**src/rtl/bit_scan_pick.sv**
```systemverilog
// bit_scan_pick: combinational selection of the next bit to emit from a
// residue word.
//
// Ports:
//   residue      in  [W-1:0]     set bits not yet emitted.
//   msb          in  1           1 = pick the highest set bit, 0 = the lowest.
//   index        out [ORDER-1:0] position of the picked bit (0 when residue == 0).
//   last         out 1           residue holds at most one set bit.
//   empty        out 1           residue is all zeros.
//   next_residue out [W-1:0]     residue with the picked bit cleared.
module bit_scan_pick #(
  parameter int ORDER = 3,
  parameter int W     = 2**ORDER
) (
  input  logic [W-1:0]     residue,
  input  logic             msb,
  output logic [ORDER-1:0] index,
  output logic             last,
  output logic             empty,
  output logic [W-1:0]     next_residue
);

  logic [ORDER:0]   tz;
  logic [ORDER:0]   lz;
  logic [ORDER-1:0] hi_index;
  logic [W-1:0]     pick_onehot;

  cix #(.ORDER(ORDER), .LEADING(1'b0)) u_ctz (
    .data  (residue),
    .count (tz)
  );

  cix #(.ORDER(ORDER), .LEADING(1'b1)) u_clz (
    .data  (residue),
    .count (lz)
  );

  // Both counters saturate at W for a zero word; either top bit flags it.
  assign empty = tz[ORDER] & lz[ORDER];

  // For a nonzero word lz < W, so W-1-lz fits in ORDER bits.
  assign hi_index = (ORDER)'(W-1) - lz[ORDER-1:0];

  always_comb begin
    index = '0;
    if (!empty) begin
      index = msb ? hi_index : tz[ORDER-1:0];
    end
  end

  // Clearing the lowest set bit leaves zero exactly when at most one bit was set.
  assign last = ((residue & (residue - 1'b1)) == '0);

  genvar gi;
  generate
    for (gi = 0; gi < W; gi++) begin : g_onehot
      assign pick_onehot[gi] = !empty && (index == (ORDER)'(gi));
    end
  endgenerate

  assign next_residue = residue & ~pick_onehot;

endmodule

```
**src/rtl/cix.sv**
```systemverilog
// cix: counts the zero bits that come before the first set bit of a word.
//
// Parameters:
//   ORDER   - log2 of the word width (W = 2**ORDER).
//   LEADING - 0: trailing-zero count (ctz), counted up from bit 0.
//             1: leading-zero count (clz), counted down from bit W-1.
// Ports:
//   data  in  [W-1:0]   word to examine.
//   count out [ORDER:0] number of zeros before the first set bit; W when data == 0.
module cix #(
  parameter int ORDER   = 3,
  parameter bit LEADING = 1'b0
) (
  input  logic [2**ORDER-1:0] data,
  output logic [ORDER:0]      count
);

  localparam int W = 2**ORDER;

  // A leading-zero count is a trailing-zero count of the bit-reversed word,
  // so one priority search serves both modes.
  logic [W-1:0] scan;

  genvar gi;
  generate
    for (gi = 0; gi < W; gi++) begin : g_scan
      if (LEADING) begin : g_rev
        assign scan[gi] = data[W-1-gi];
      end else begin : g_fwd
        assign scan[gi] = data[gi];
      end
    end
  endgenerate

  // The search runs from the top down so that the lowest set bit is the
  // last one assigned and therefore wins.
  always_comb begin
    count = (ORDER+1)'(W);
    for (int i = W-1; i >= 0; i--) begin
      if (scan[i]) begin
        count = (ORDER+1)'(i);
      end
    end
  end

endmodule

```
**src/rtl/bit_scan.sv**
```systemverilog
// bit_scan: accepts one W-bit word per transaction and streams the index of
// every set bit, one index per output beat, lowest- or highest-first.
//
// Parameters:
//   ORDER - log2 of word width.
//   W     - word width (2**ORDER).
// Ports:
//   reset     in  1           asynchronous active-high reset.
//   clock     in  1           rising-edge clock.
//   in_valid  in  1           input word offered.
//   in_ready  out 1           a word can be accepted this cycle.
//   in_data   in  [W-1:0]     word to scan.
//   in_msb    in  1           scan order for this word: 1 = highest bit first.
//   out_valid out 1           output beat present.
//   out_ready in  1           consumer takes the current beat.
//   out_index out [ORDER-1:0] bit position of the current set bit.
//   out_last  out 1           final beat of the word.
//   out_empty out 1           the accepted word was all zeros (single beat).
module bit_scan #(
  parameter int ORDER = 3,
  parameter int W     = 2**ORDER
) (
  input  logic             reset,
  input  logic             clock,
  input  logic             in_valid,
  output logic             in_ready,
  input  logic [W-1:0]     in_data,
  input  logic             in_msb,
  output logic             out_valid,
  input  logic             out_ready,
  output logic [ORDER-1:0] out_index,
  output logic             out_last,
  output logic             out_empty
);

  localparam logic IDLE = 1'b0;
  localparam logic SCAN = 1'b1;

  logic         state;
  logic         state_next;
  logic [W-1:0] residue;
  logic [W-1:0] residue_next;
  logic         order;
  logic         order_next;

  logic [ORDER-1:0] pick_index;
  logic             pick_last;
  logic             pick_empty;
  logic [W-1:0]     pick_next_residue;
  logic             accept;
  logic             beat;

  bit_scan_pick #(.ORDER(ORDER), .W(W)) u_pick (
    .residue      (residue),
    .msb          (order),
    .index        (pick_index),
    .last         (pick_last),
    .empty        (pick_empty),
    .next_residue (pick_next_residue)
  );

  // A zero residue is only ever seen on the first beat, because the final
  // beat of a nonzero word always returns to IDLE; so pick_empty alone
  // identifies an all-zero input word.
  assign out_valid = (state == SCAN);
  assign out_index = out_valid ? pick_index : '0;
  assign out_last  = out_valid & pick_last;
  assign out_empty = out_valid & pick_empty;

  // Ready on the final beat as well, so words follow each other with no bubble.
  assign in_ready = (state == IDLE) | (out_valid & out_ready & out_last);
  assign accept   = in_valid & in_ready;
  assign beat     = out_valid & out_ready;

  always_ff @(posedge clock or posedge reset) begin
    if (reset) begin
      state   <= IDLE;
      residue <= '0;
      order   <= 1'b0;
    end else begin
      state   <= state_next;
      residue <= residue_next;
      order   <= order_next;
    end
  end

  always_comb begin
    state_next   = state;
    residue_next = residue;
    order_next   = order;
    if (accept) begin
      // A new word wins over the retiring one when both happen together.
      state_next   = SCAN;
      residue_next = in_data;
      order_next   = in_msb;
    end else if (beat) begin
      residue_next = pick_next_residue;
      if (out_last) begin
        state_next = IDLE;
      end
    end
  end

endmodule

```
**config.mk**
```make
export PLATFORM = sky130hd
export DESIGN_NAME = bit_scan
export DESIGN_NICKNAME = d
export VERILOG_FILES = /design/src/rtl/bit_scan_pick.sv /design/src/rtl/cix.sv /design/src/rtl/bit_scan.sv
export SDC_FILE = /design/constraint.sdc
export NUM_CORES = 1
export LEC_CHECK = 0
export BUFFER_PORTS_ARGS = -buffer_cell sky130_fd_sc_hd__buf_2
export CORE_MARGIN = 2
export CORE_UTILIZATION = 45
export DETAILED_ROUTE_END_ITERATION = 6
export HOLD_SLACK_MARGIN = 0.06
export PLACE_DENSITY = 0.71
export SLEW_MARGIN = 25
export SYNTH_ARGS = -nofsm -noshare
export SYNTH_HDL_FRONTEND = slang
export SYNTH_SLANG_ARGS = --single-unit
```
**constraint.sdc**
```tcl
create_clock -name clock -period 2 [get_ports clock]
set_input_delay 0 -clock clock [delete_from_list [all_inputs] [get_ports clock]]
set_output_delay 0 -clock clock [all_outputs]
set_load 0.05 [all_outputs]
```
# == Word-level counts from Yosys, hierarchy flattened ==
# Index checks and enable logic that the tools add are counted.
# word_totals
output_inout_bits,7
ram_bits,0
elab_cells,61
register_bits,10
latchBits,0
mem_count,0
input_bits,13
mem_bits_ro,0
# classes
n_reduce_logical,14
mul,0
n_lt_le_gt_ge,0
muxes,24
eq_ne,7
addsub,2
shifts,0
div,0
n_bitwise,11
# op_table
op,n
two-way mux 4 bit,16
bitwise AND 8 bit,2
two-way mux 8 bit,2
equality test 3 bit (second input constant),4
two-way mux 3 bit,3
logical AND 1 bit,8
logical NOT 8 bit,1
inverter 8 bit,1
subtractor 8 x 1 -> 8 bit (second input constant),1
bitwise AND 1 bit,6
equality test 3 x 2 -> 1 bit (second input constant),2
nonzero test 2 bit,2
equality test 3 x 1 -> 1 bit (second input constant),1
logical NOT 3 bit,1
two-way mux 1 bit,3
subtractor 3 bit (first input constant),1
AND reduction 2 bit,1
logical NOT 1 bit,1
inverter 1 bit,1
OR 1 bit,1

# == Depth between registers and ports, before layout ==
# depth
depth_word,17
ltp_mapped,7
depth_no_buf,5

# == Hierarchy ==
# Synthesis repeated with hierarchy kept, for this count alone.
# unflattened
hier_cells,126
hier_area_um2,1042.2
# by_module_without_submodules
mod,area_each_um2,seq_area_each_um2,cells_per_inst,n_inst
bit_scan,656.9,250.2,63,1
bit_scan_pick,212.7,0.0,35,1
cix,86.3,0.0,14,2

# == Worst setup path after synthesis ==
# Ideal clock, no wire load.
# synth_path
path_kind,flip-flop to flip-flop
start,register residue[4]
end,register state (netlist: out_valid)
n_path_buf,1
t_arrival_ps,2389
stages_incl_launch_ff,7
setup_slack_ps,-549
setup_time_ps,159
required_time_ps,1841
period_less_slack_ps,2549
path_cell_list,dfrtp_1 -> buf_6 -> or4_4 -> or3_1 -> a22o_1 -> o21ai_1 -> nand2b_1
# synth_via
elab_chain_len,9
word_cells_on_any_way,11
cone_classes,add/sub: 1; mux: 1; bitwise: 5; reduce/logical: 4
# synth_rtl
item,line_no,source
start: declaration,bit_scan.sv:41,logic [W-1:0] residue;
start signal: assignment,bit_scan.sv:82,residue <= residue_next;
subtractor 8 x 1 -> 8 bit,bit_scan_pick.sv:52,assign last = ((residue & (residue - 1'b1)) == '0);
bitwise AND 8 bit (*),bit_scan_pick.sv:52,
logical NOT 8 bit (*),bit_scan_pick.sv:52,
bitwise AND 1 bit (*),bit_scan.sv:67,assign out_last = out_valid & pick_last;
bitwise AND 1 bit (*),bit_scan.sv:71,assign in_ready = (state == IDLE) | (out_valid & out_ready & out_last);
OR 1 bit (*),bit_scan.sv:71,
via in_ready,bit_scan.sv:26,"output logic in_ready,"
bitwise AND 1 bit (*),bit_scan.sv:72,assign accept = in_valid & in_ready;
nonzero test 2 bit (no line),--,
AND reduction 2 bit (no line),--,
end signal: assignment,bit_scan.sv:81,state <= state_next;
end: declaration,bit_scan.sv:39,logic state;
# The timed path passes the listed nets; every way through them passes the cells marked *.
# A chain may end at the register's enable or synchronous reset.

# == Worst setup path after layout ==
# layout_path
start,register residue[2]
end,output in_ready
# layout_via
elab_chain_len,6
# layout_rtl
item,line_no
subtractor 8 x 1 -> 8 bit,bit_scan_pick.sv:52
bitwise AND 8 bit (*),bit_scan_pick.sv:52
logical NOT 8 bit (*),bit_scan_pick.sv:52
bitwise AND 1 bit (*),bit_scan.sv:67
bitwise AND 1 bit (*),bit_scan.sv:71
OR 1 bit (*),bit_scan.sv:71
end: declaration,bit_scan.sv:26
# Mark *: on every way between the ends. The rest lies on a longest branch, timed or not.

==> flow_summary.toml <==
[critical_path]
critPathCaptureType = "primary output"
cp.required_ns = 2.00
reg2regPathDepth = 6
r2r-start = "residue[2]"
worstPathArrival_ns = 2.12
cp-start-kind = "flop"
critPathLaunch = "residue[2]"
worst-path-max-fanout = 4
crit_type = "reg2out"

[sta]
clock.fmax_mhz = 471
fin_crit_sh = 1.06
whs_ns = 0.105
worst_pin_slew_ns = 0.587
rsz0062_at_grt = "true"
finalHoldViolations = 0
finalCriticalPeriod_ns = 2.12
setup_viol = 3
maxSlewHeadroom = 0.605
setup_ws_ns = -0.124
maxSlewViolCount = 0
finClkSkew_ns = 0.00416

[cts]
cts.sinks = 10
htreeDepth = 1
cts_tree = "done"
clkTransAtPathRegs_ns = 0.07
root_buffer = "clkbuf_4"
clkLatencyLatePin_ns = 0.28
cts_buffers = 3
clk_path_buf_depth = 2

[die]
core_area_um2 = 1750
io_pins = 20
die_h_um = 47.4
die_area_um2 = 2240
rows = 15
initial_core_util = 0.485
die_w_um = 47.4

[yosys]
syn_area_um2 = 846
ys.flop_type = "dfrtp_1"
ys_warn_count = 0
ys_seq_area_frac = 0.296
yosysUniqueCellTypes = 40
syn-instance-count = 102
synth-seq-cells = 10
postSynthNetCount = 115
synth_area_leaders = "dfrtp_1 30%, nand2_1 4.4%, nor2_1 4.4%, buf_6 4.0%, a21boi_0 3.6%"
synth_edf_count = 0
ys_async_sr_fraction = 1.00
avgSynthCellArea_um2 = 8.29
synth_top_area_cell = "dfrtp_1"
synth_common_cells = "10 x dfrtp_1, 10 x nand2_1, 10 x nor2_1"
synth_top_area_frac = 0.296

[grt]
grt_pass1_vias = 892
grt-ovfl-total = 0
track_usage = 0.262
grt_pass1_wl_um = 4060
grt_max_degree = 13
grt_antenna_before_repair = 0

[detailed_routing]
drt-initial-drc-count = 48
ant_nets = 0
vias_per_cell = 5.80
vias = 1020
first_pass_iters = 4
wire_per_inst_um = 15.3
drt-total-wl_um = 2700
drc = 0

[placed_design]
dpl.hpwl_um = 1810
placed_area_um2 = 1090
globalplace.congestion = 0.955
io_buffers = 19
placedCellCount = 159

[layout]
syn_to_final_growth_pct = 51.9
layout.area.seq_um2 = 250
stdcell_area_um2 = 1280
final_cells = 176
fillCellCount = 142
fin_util = 0.736
nets = 166
diodes = 0
drive_gt1_frac = 0.397
multi_input_area_um2 = 558

[worst_hold_path]
hp-class = "in2reg"
hold_path.startpoint = "out_ready"
hold_path_depth = 4

[job]
drv_cap = 0

[status]
status = "finished, violations left"
failed_checks = "negative setup slack"
-- layer usage --
metal	track usage	wire length, um	vias up
met5	0	0	-
met4	0.100	63	0
met3	0.0346	194	7
met2	0.416	1280	50
met1	0.361	1160	481
li1	-	-	482
-- area by class of cell --
| class | count | share of cell area |
|---|---|---|
| Multi-Input combinational cell | 77 | 0.434 |
| Inverter | 8 | 0.0234 |
| Clock buffer | 3 | 0.0175 |
| Sequential cell | 10 | 0.195 |
| Timing Repair Buffer | 53 | 0.306 |
| Tap cell | 25 | 0.0243 |
-- critical path, stage by stage (launching register included) --
cell	delay [ns]
dfrtp_1	0.41
or4_4	0.54
or3_1	0.32
a22o_1	0.27
o21ai_4	0.15
buf_6	0.17
-- placed cells by master (no fill, tap or decap), types with 2 or more instances in the layout --
cell type,instances
buf_4,24
buf_2,16
dlygate4sd3_1,11
nand2_1,10
dfrtp_1,10
nor2_1,9
inv_1,8
a21oi_1,5
o31ai_1,4
nor3_2,3
a21boi_0,3
clkbuf_4,3
maj3_1,2
or3_1,2
nor4_1,2
nand2b_1,2
mux2i_1,2
a311oi_1,2
a21o_1,2
a22o_1,2
and3_1,2
buf_6,2
-- path summary, 6_finish.rpt --
check	slack, ns	endpoint
worst min register to register	0.69	residue[2]
max in group asynchronous	1.44	residue[1]
worst min-delay path	0.11	out_valid
worst max register to register	0.02	residue[0]
worst max-delay path	-0.12	in_ready
min in group asynchronous	0.26	residue[5]
-- registers in the layout, indices dropped and copies added, names as in the netlist --
name,cells
residue,8
out_valid,1
order,1
-- logic make-up after synthesis --
logic type	synth area share
buf+inv	0.101
flops	0.296
mux	0.0370
fa+ha+maj	0.0237
compound gates	0.306
simple gates	0.237
-- per-stage QoR --
step	setup WS, ns	setup TNS, ns
2_1_floorplan	-0.147	-0.164
3_3_place_gp	-0.0191	-0.0191
3_5_place_dp	-0.0383	-0.0855
4_1_cts	-0.126	-0.231
5_1_grt	-0.174	-0.644
6_report	-0.124	-0.305
-- timing repair --
item / in CTS / in global routing
endpoints found under the hold margin: 20 / 0
hold buffers: 11 / 0
pin swaps: 1 / 2
setup buffers: 2 / 1
gates resized for setup: 9 / 4
setup endpoints to repair: 9 / 10
Power is left out: the tool's default activity adds up to more than one toggle a clock period on the data nets, which glitch-free logic cannot reach.
